$ cat config.mk
export PLATFORM = sky130hd
export DESIGN_NAME = icache
export DESIGN_NICKNAME = d
export VERILOG_FILES = /design/src/rtl/cpu_types_pkg.sv /design/src/rtl/icache.sv
export SDC_FILE = /design/constraint.sdc
export NUM_CORES = 1
export LEC_CHECK = 0
export BUFFER_PORTS_ARGS = -buffer_cell sky130_fd_sc_hd__buf_4
export CORE_MARGIN = 2
export CORE_UTILIZATION = 60
export CTS_CLUSTER_DIAMETER = 50
export DETAILED_ROUTE_END_ITERATION = 7
export PLACE_DENSITY = 0.89
export SKIP_LAST_GASP = 1
export SYNTH_ARGS = -nofsm -noshare
export SYNTH_HDL_FRONTEND = slang
export SYNTH_SLANG_ARGS = --single-unit
export TNS_END_PERCENT = 5
$ cat constraint.sdc
create_clock -name CLK -period 10 [get_ports CLK]
set_clock_uncertainty 0.15 [all_clocks]
set_input_delay 0.5 -clock CLK [delete_from_list [all_inputs] [get_ports CLK]]
set_output_delay 0.5 -clock CLK [all_outputs]
set_load 0.01 [all_outputs]
$ cat src/rtl/cpu_types_pkg.sv
`default_nettype none
// ============================================================================
// Module   : cpu_types_pkg
// Purpose  : Shared CPU types for the instruction cache: the machine word,
//            the address split (tag / index / byte offset) and the cache
//            frame layout for the default 16-set configuration.
// Revision : 1.0 - initial release
// ============================================================================
package cpu_types_pkg;

    localparam int WORD_W = 32;
    typedef logic [WORD_W-1:0] word_t;

    // Address split for the default 16-frame direct-mapped cache.
    localparam int IBYT_W = 2;
    localparam int IIDX_W = 4;
    localparam int ITAG_W = WORD_W - IIDX_W - IBYT_W;

    typedef struct packed {
        logic [ITAG_W-1:0] tag;
        logic [IIDX_W-1:0] idx;
        logic [IBYT_W-1:0] bytoff;
    } icachef_t;

    typedef struct packed {
        logic              valid;
        logic [ITAG_W-1:0] tag;
        word_t             data;
    } icache_frame_t;

endpackage
`default_nettype wire

$ cat src/rtl/icache.sv
`default_nettype none
// ============================================================================
// Module   : icache
// Purpose  : Direct-mapped, read-only instruction cache, one word per frame.
//            Hits return combinationally in the request cycle; a miss moves
//            to MISS and holds a fill request until memory drops iwait.
// Ports    : CLK, nRST (async, active-low)
//            imemREN/imemaddr -> ihit/imemload   datapath fetch side
//            iREN/iaddr <- iwait/iload           memory_control fill side
//            hit_count/miss_count                saturating statistics
// Revision : 1.0 - initial release
// ============================================================================
module icache
    import cpu_types_pkg::*;
#(
    parameter int SETS  = 16,
    parameter int CPUID = 0
) (
    input  logic        CLK,
    input  logic        nRST,
    input  logic        imemREN,
    input  logic [31:0] imemaddr,
    output logic        ihit,
    output logic [31:0] imemload,
    output logic        iREN,
    output logic [31:0] iaddr,
    input  logic        iwait,
    input  logic [31:0] iload,
    output logic [31:0] hit_count,
    output logic [31:0] miss_count
);

    localparam int c_IDX_W = $clog2(SETS);
    localparam int c_TAG_W = WORD_W - c_IDX_W - IBYT_W;

    localparam logic [0:0] c_IDLE = 1'b0;
    localparam logic [0:0] c_MISS = 1'b1;

    logic [0:0]         r_state;
    logic [0:0]         w_state_next;

    logic [SETS-1:0]    r_valid;
    logic [c_TAG_W-1:0] r_tag  [SETS];
    word_t              r_data [SETS];

    word_t              r_miss_addr;
    word_t              r_hit_count;
    word_t              r_miss_count;

    logic [c_IDX_W-1:0] w_idx;
    logic [c_TAG_W-1:0] w_tag;
    logic [c_IDX_W-1:0] w_miss_idx;
    logic [c_TAG_W-1:0] w_miss_tag;
    logic               w_hit;
    logic               w_miss_start;
    logic               w_fill;

    // Byte offset is never used for selection; the core index is purely
    // informational. Both are folded here so they are visibly consumed.
    logic               w_unused;
    assign w_unused = &{1'b0, imemaddr[1:0], CPUID[0]};

    assign w_idx      = imemaddr[c_IDX_W+IBYT_W-1:IBYT_W];
    assign w_tag      = imemaddr[WORD_W-1:c_IDX_W+IBYT_W];
    assign w_miss_idx = r_miss_addr[c_IDX_W+IBYT_W-1:IBYT_W];
    assign w_miss_tag = r_miss_addr[WORD_W-1:c_IDX_W+IBYT_W];

    // State register
    always_ff @(posedge CLK or negedge nRST) begin
        if (!nRST) r_state <= c_IDLE;
        else       r_state <= w_state_next;
    end

    // Next state and outputs
    always_comb begin
        w_state_next = r_state;
        w_hit        = 1'b0;
        w_miss_start = 1'b0;
        w_fill       = 1'b0;
        ihit         = 1'b0;
        imemload     = '0;
        iREN         = 1'b0;
        iaddr        = '0;
        case (r_state)
            c_IDLE: begin
                w_hit = imemREN & r_valid[w_idx] & (r_tag[w_idx] == w_tag);
                ihit  = w_hit;
                if (w_hit) imemload = r_data[w_idx];
                if (imemREN && !w_hit) begin
                    w_miss_start = 1'b1;
                    w_state_next = c_MISS;
                end
            end
            c_MISS: begin
                // The fill runs to completion on the latched address no
                // matter what the datapath does meanwhile.
                iREN  = 1'b1;
                iaddr = r_miss_addr;
                if (!iwait) begin
                    w_fill       = 1'b1;
                    w_state_next = c_IDLE;
                end
            end
            default: w_state_next = c_IDLE;
        endcase
    end

    // Miss address is stored word-aligned so iaddr never carries byte bits.
    always_ff @(posedge CLK or negedge nRST) begin
        if (!nRST)             r_miss_addr <= '0;
        else if (w_miss_start) r_miss_addr <= {imemaddr[WORD_W-1:IBYT_W], {IBYT_W{1'b0}}};
    end

    // Frames live in flip-flops so reset clears every valid bit at once.
    always_ff @(posedge CLK or negedge nRST) begin
        if (!nRST) begin
            r_valid <= '0;
            for (int i = 0; i < SETS; i++) begin
                r_tag[i]  <= '0;
                r_data[i] <= '0;
            end
        end else if (w_fill) begin
            r_valid[w_miss_idx] <= 1'b1;
            r_tag[w_miss_idx]   <= w_miss_tag;
            r_data[w_miss_idx]  <= iload;
        end
    end

    // Saturating statistics counters
    always_ff @(posedge CLK or negedge nRST) begin
        if (!nRST) begin
            r_hit_count  <= '0;
            r_miss_count <= '0;
        end else begin
            if (w_hit && (r_hit_count != '1))
                r_hit_count <= r_hit_count + 32'd1;
            if (w_miss_start && (r_miss_count != '1))
                r_miss_count <= r_miss_count + 32'd1;
        end
    end

    assign hit_count  = r_hit_count;
    assign miss_count = r_miss_count;

endmodule
`default_nettype wire

======== Yosys cells after proc, flatten, opt, wreduce, memory -nomap -nowiden ========
Index checks and enable logic that the tools add are counted.
Widths: inputs -> output; s select.
operators by class
  add/subtract/negate cells ............... 2
  $lt $le $gt $ge ......................... 6
  equality and inequality tests ........... 3
  multiplexer cells ....................... 27
  bitwise logic cells ..................... 6
  reduce and logical (&&, ||, !) cells .... 6
operator list
  cell                   count
  $bwmux 512             1
  $bwmux 416             1
  $mux 32                6
  $bmux 32 s4            1
  $demux 32 s4           1
  $bmux 26 s4            1
  $demux 26 s4           1
  $mux 26                3
  $add 32x1->32 const B  2
  $ne 32x32->1 const B   2
  $eq 26x26->1           1
  $or 16x16->16          1
  $ge 5x5->1 const B     2
  $lt 4x5->1 const B     2
  $not 4->5              2
  $mux 1                 9
  $logic_and 1x1->1      5
  $lt 5x1->1 const B     1
  $bmux 1 s4             1
  $demux 1 s4            1
  $ge 4x1->1 const B     1
  $and 1x1->1            2
  $pmux 1 s2             1
  $logic_not 1->1        1
  $not 1->1              1
storage, ports and cells
  register bits after elaboration ......... 1,039
  input bits .............................. 68
  output and inout bits ................... 130

======== Depth between registers and ports, before layout ========
  depth in word-level cells ............... 11
  gate-level depth with buffers ........... 16
  depth with buffers taken out ............ 9

======== Worst setup path before layout ========
Ideal clock, no wire load.
  kind .................................... input to output
  from .................................... input port imemaddr[2]
  to ...................................... output port imemload[22]
  arrival ................................. 3.120 ns
  data required time ...................... 9.350 ns
  slack ................................... 6.230 ns
  stages .................................. 10
  cell sequence ........................... buf_6 -> buf_6 -> buf_6 -> buf_6 -> buf_2 -> buf_2 -> buf_2 -> mux4_2 -> mux4_2 -> nor2b_1
between the ends
  longest elaborated chain between the ends .. 8
  elaborated cells between the ends (all ways) .. 14
  classes of those cells .................. eq/ne (1); mux (10); bitwise (3)
ends and longest elaborated chain
  item                                         line                        text
  start, declared                              icache.sv:22                input logic [31:0] imemaddr,
  $not 4->5 (not written as such)              icache.sv:86, icache.sv:88
  $bmux 26 s4                                  icache.sv:86                w_hit = imemREN & r_valid[w_idx] & (r_tag[w_idx] == w_tag);
  $mux 26 (not written as such) (2 in series)  icache.sv:86
  $eq 26x26->1                                 icache.sv:86
  $and 1x1->1                                  icache.sv:86
  $mux 32 (*)                                  icache.sv:88                if (w_hit) imemload = r_data[w_idx];
  $mux 32 (*)                                  icache.sv:84                case (r_state)
  end, declared                                icache.sv:24                output logic [31:0] imemload,
Every way passes the cells marked *; elsewhere a longest branch is shown, timed or not. The select of a mux whose other input is x is not followed.

======== Worst setup path after layout ========
  from .................................... input port imemaddr[2]
  to ...................................... output port imemload[16]
Same word-level chain as after synthesis.

==> results.ini <==
[synth]
synthFlopType=dfrtp_1
netlist-cell-type-count=68
ys_warn_count=0
synth_edf_count=0
syn_avg_cell_area_um2=15.4
synth_compound_area_share_pct=1.18
synth_cells=3098
synth_top_family_by_area=multiplexers
async_reset_ff_share_pct=100
netlist_area_mm2=0.0477
ys_seq_elements=1039
synthAdderAreaFrac_pct=0.0524
post_synth_xor_area_fraction_pct=1.60
muxShareOfSynthArea_pct=35.8
synthSimpleGateAreaFrac_pct=4.27
ys_seq_area_share_pct=54.5

[sta]
slew_headroom_pct=18.7
worstMarginPinSlew_ns=1.21
fin_crit_sh_pct=58.1
tns_ns=0
finalSetupViolCount=0
rsz0062_at_grt=false
finalHoldViolCount=0
fin_crit_ns=5.81
fmax_ghz=0.172
slew_violations=0

[drt]
post-route-drc-count=0
first_pass_iters=5
vias=28400
drtAntennaViolNets=0
drt_iter0_markers=2758
avgRoutedWirePerCell_um=27.3
via_per_inst=6.53
routed_wl_um=119000

[die]
start_util_pct=60.5
die_y_um=286
core_mm2=0.0789
die_area_mm2=0.0818
row_count=103
die_w_um=286
boundaryPins=198

[cts]
clkSinkCount=1039
clk_latency_ns=0.68
cts_setup_buffers=0
h-tree-depth=3
cts-buffers-inserted=106
cts_tree=built
cts_buffer_depth=3
clkTransAtPathRegs_ns=0.06
root_buffer=clkbuf_16

[setup_path]
cp-start-kind=input port
cp.buffers_inverters=4
max_stage_delay_ns=0.65
end_kind=output port
arrival_ns=5.16
cp_cell_sequence=buf_8 > buf_12 > mux4_2 > mux4_2 > xor2_1 > nor4_1 > and3_1 > nand4_4 > buf_4 > nor2b_1 > buf_4
cp.required_ns=9.35
crit_family=buffers and inverters
path_class=in2out
cp_slowest_cell=buf_8
crit_fanout=106

[worst_hold_path]
hold_class=in2reg

[outcome]
status=finished, final reports clean

[power]
power_leakage_nw=24.8
ir_drop_uv=181
p_per_area_mw_per_mm2=265

[global_route]
gr-usage-met3_pct=5.62
antenna_found_initial=6
overflow=0
use_met2_pct=48.4
first_global_vias=30900
grt_pass1_wl_um=183000
gr-usage-met1_pct=38.5
top_usage_layer=met2
track_usage_pct=29.3
grt_start_max_net_pins=185

[placement]
hpwl_um=66300
portBuffers=193
gp_congestion=0.870

[final_layout]
nets=3279
most-common-layout-cells=dfrtp_1 (1038), mux2_2 (960), mux4_2 (249)
post-route-util_pct=67.9
area_growth_pct=12.2
final_common_cell=dfrtp_1
post_route_cells_drive_above_1_share_pct=50.0

[job]
cap_viol_max_count=0

[where the power goes]
part	switching [mW]	internal, mW
Combinational	1.20	2.14
Clock	1.67	2.31
Sequential	1.01	5.86
[cells in the mapped netlist, drive strengths merged, types with 4 or more instances]
cell    instances  share of area (%)
a21oi           8              0.084
nor2           32               0.26
xnor2          18               0.33
xor2           69                1.3
and4            8               0.15
nor3           36               0.38
or2            10               0.13
mux4          255                 12
dfrtp        1039                 54
o21ai          11               0.12
clkbuf        125               0.98
inv            18               0.14
nand2b         15               0.20
nand3          33               0.35
a22oi          17               0.27
mux2          960                 23
nand2          55               0.43
a211oi          5              0.079
mux2i          51                1.1
nand4          17               0.25
and2           41               0.54
nor3b          10               0.16
nor4           19               0.32
buf           128                1.5
and3           20               0.26
o221ai          4              0.073
nor2b          45               0.59
[metal layers]
| layer | routed length [um] | vias to the layer above | part of all wire [%] |
|---|---|---|---|
| met5 | 28 | - | 0.024 |
| met4 | 4620 | 4 | 3.9 |
| li1 | - | 11700 | - |
| met3 | 7410 | 311 | 6.3 |
| met2 | 59700 | 1093 | 50 |
| met1 | 46700 | 15300 | 39 |
[sequential cells by signal, summed over array words and instances (netlist names)]
register / count
r_miss_addr: 30
hit_count: 32
r_tag: 416
r_state: 1
miss_count: 32
r_valid: 16
r_data: 512
[cells by family after synthesis]
logic type,Yosys count
and+or+nand+nor,356
adders and majority gates,2
other,1
muxes,1266
xor gates and xnor gates,87
buffers and inverters,271
AOI/OAI and AO/OA,76
DFF,1039
[area by class of cell]
type | instances | area [um2]
Antenna cell | 4 | 10.0
Clock buffer | 154 | 3140
Clock inverter | 38 | 392
Fill cell | 4990 | 25300
Inverter | 18 | 68.8
Multi-Input combinational cell | 1789 | 20600
Sequential cell | 1039 | 26000
Tap cell | 1050 | 1310
Timing Repair Buffer | 255 | 2030
[final timing paths]
check                      slack (ns)        endpoint  depth (start not counted)         from
max in group asynchronous        6.62     r_data[227]                          4         nRST
min in group asynchronous        0.36      r_tag[384]                          2         nRST
hold / removal                   0.02     r_data[319]                          2    iload[31]
setup / recovery                 4.19    imemload[16]                         11  imemaddr[2]
hold reg to reg                  0.32     r_valid[11]                          1  r_valid[11]
setup reg to reg                 5.47  r_miss_addr[6]                          9    r_tag[60]
[through the flow]
step / hold slack [ns] / total power [mW] / std cells / setup WS, ns / instance area [um2]
floorplan: 0.0544 / 9.10 / 3099 / 6.23 / 47700
global placement: 0.294 / 9.73 / 4128 / 3.85 / 49800
detailed placement: 0.297 / 10.2 / 4128 / 3.77 / 49800
CTS: 0.00265 / 14.2 / 4343 / 4.21 / 53500
global route: 0.0134 / 14.8 / 4347 / 4.00 / 53500
finish: 0.0244 / 14.2 / 4347 / 4.19 / 53500
[what timing repair did]
item | CTS | global route
hold buffers | 23 | 0
hold endpoints to repair | 144 | 0
gates resized for setup | 0 | 0
No activity file was read; power rests on OpenSTA's default activity.
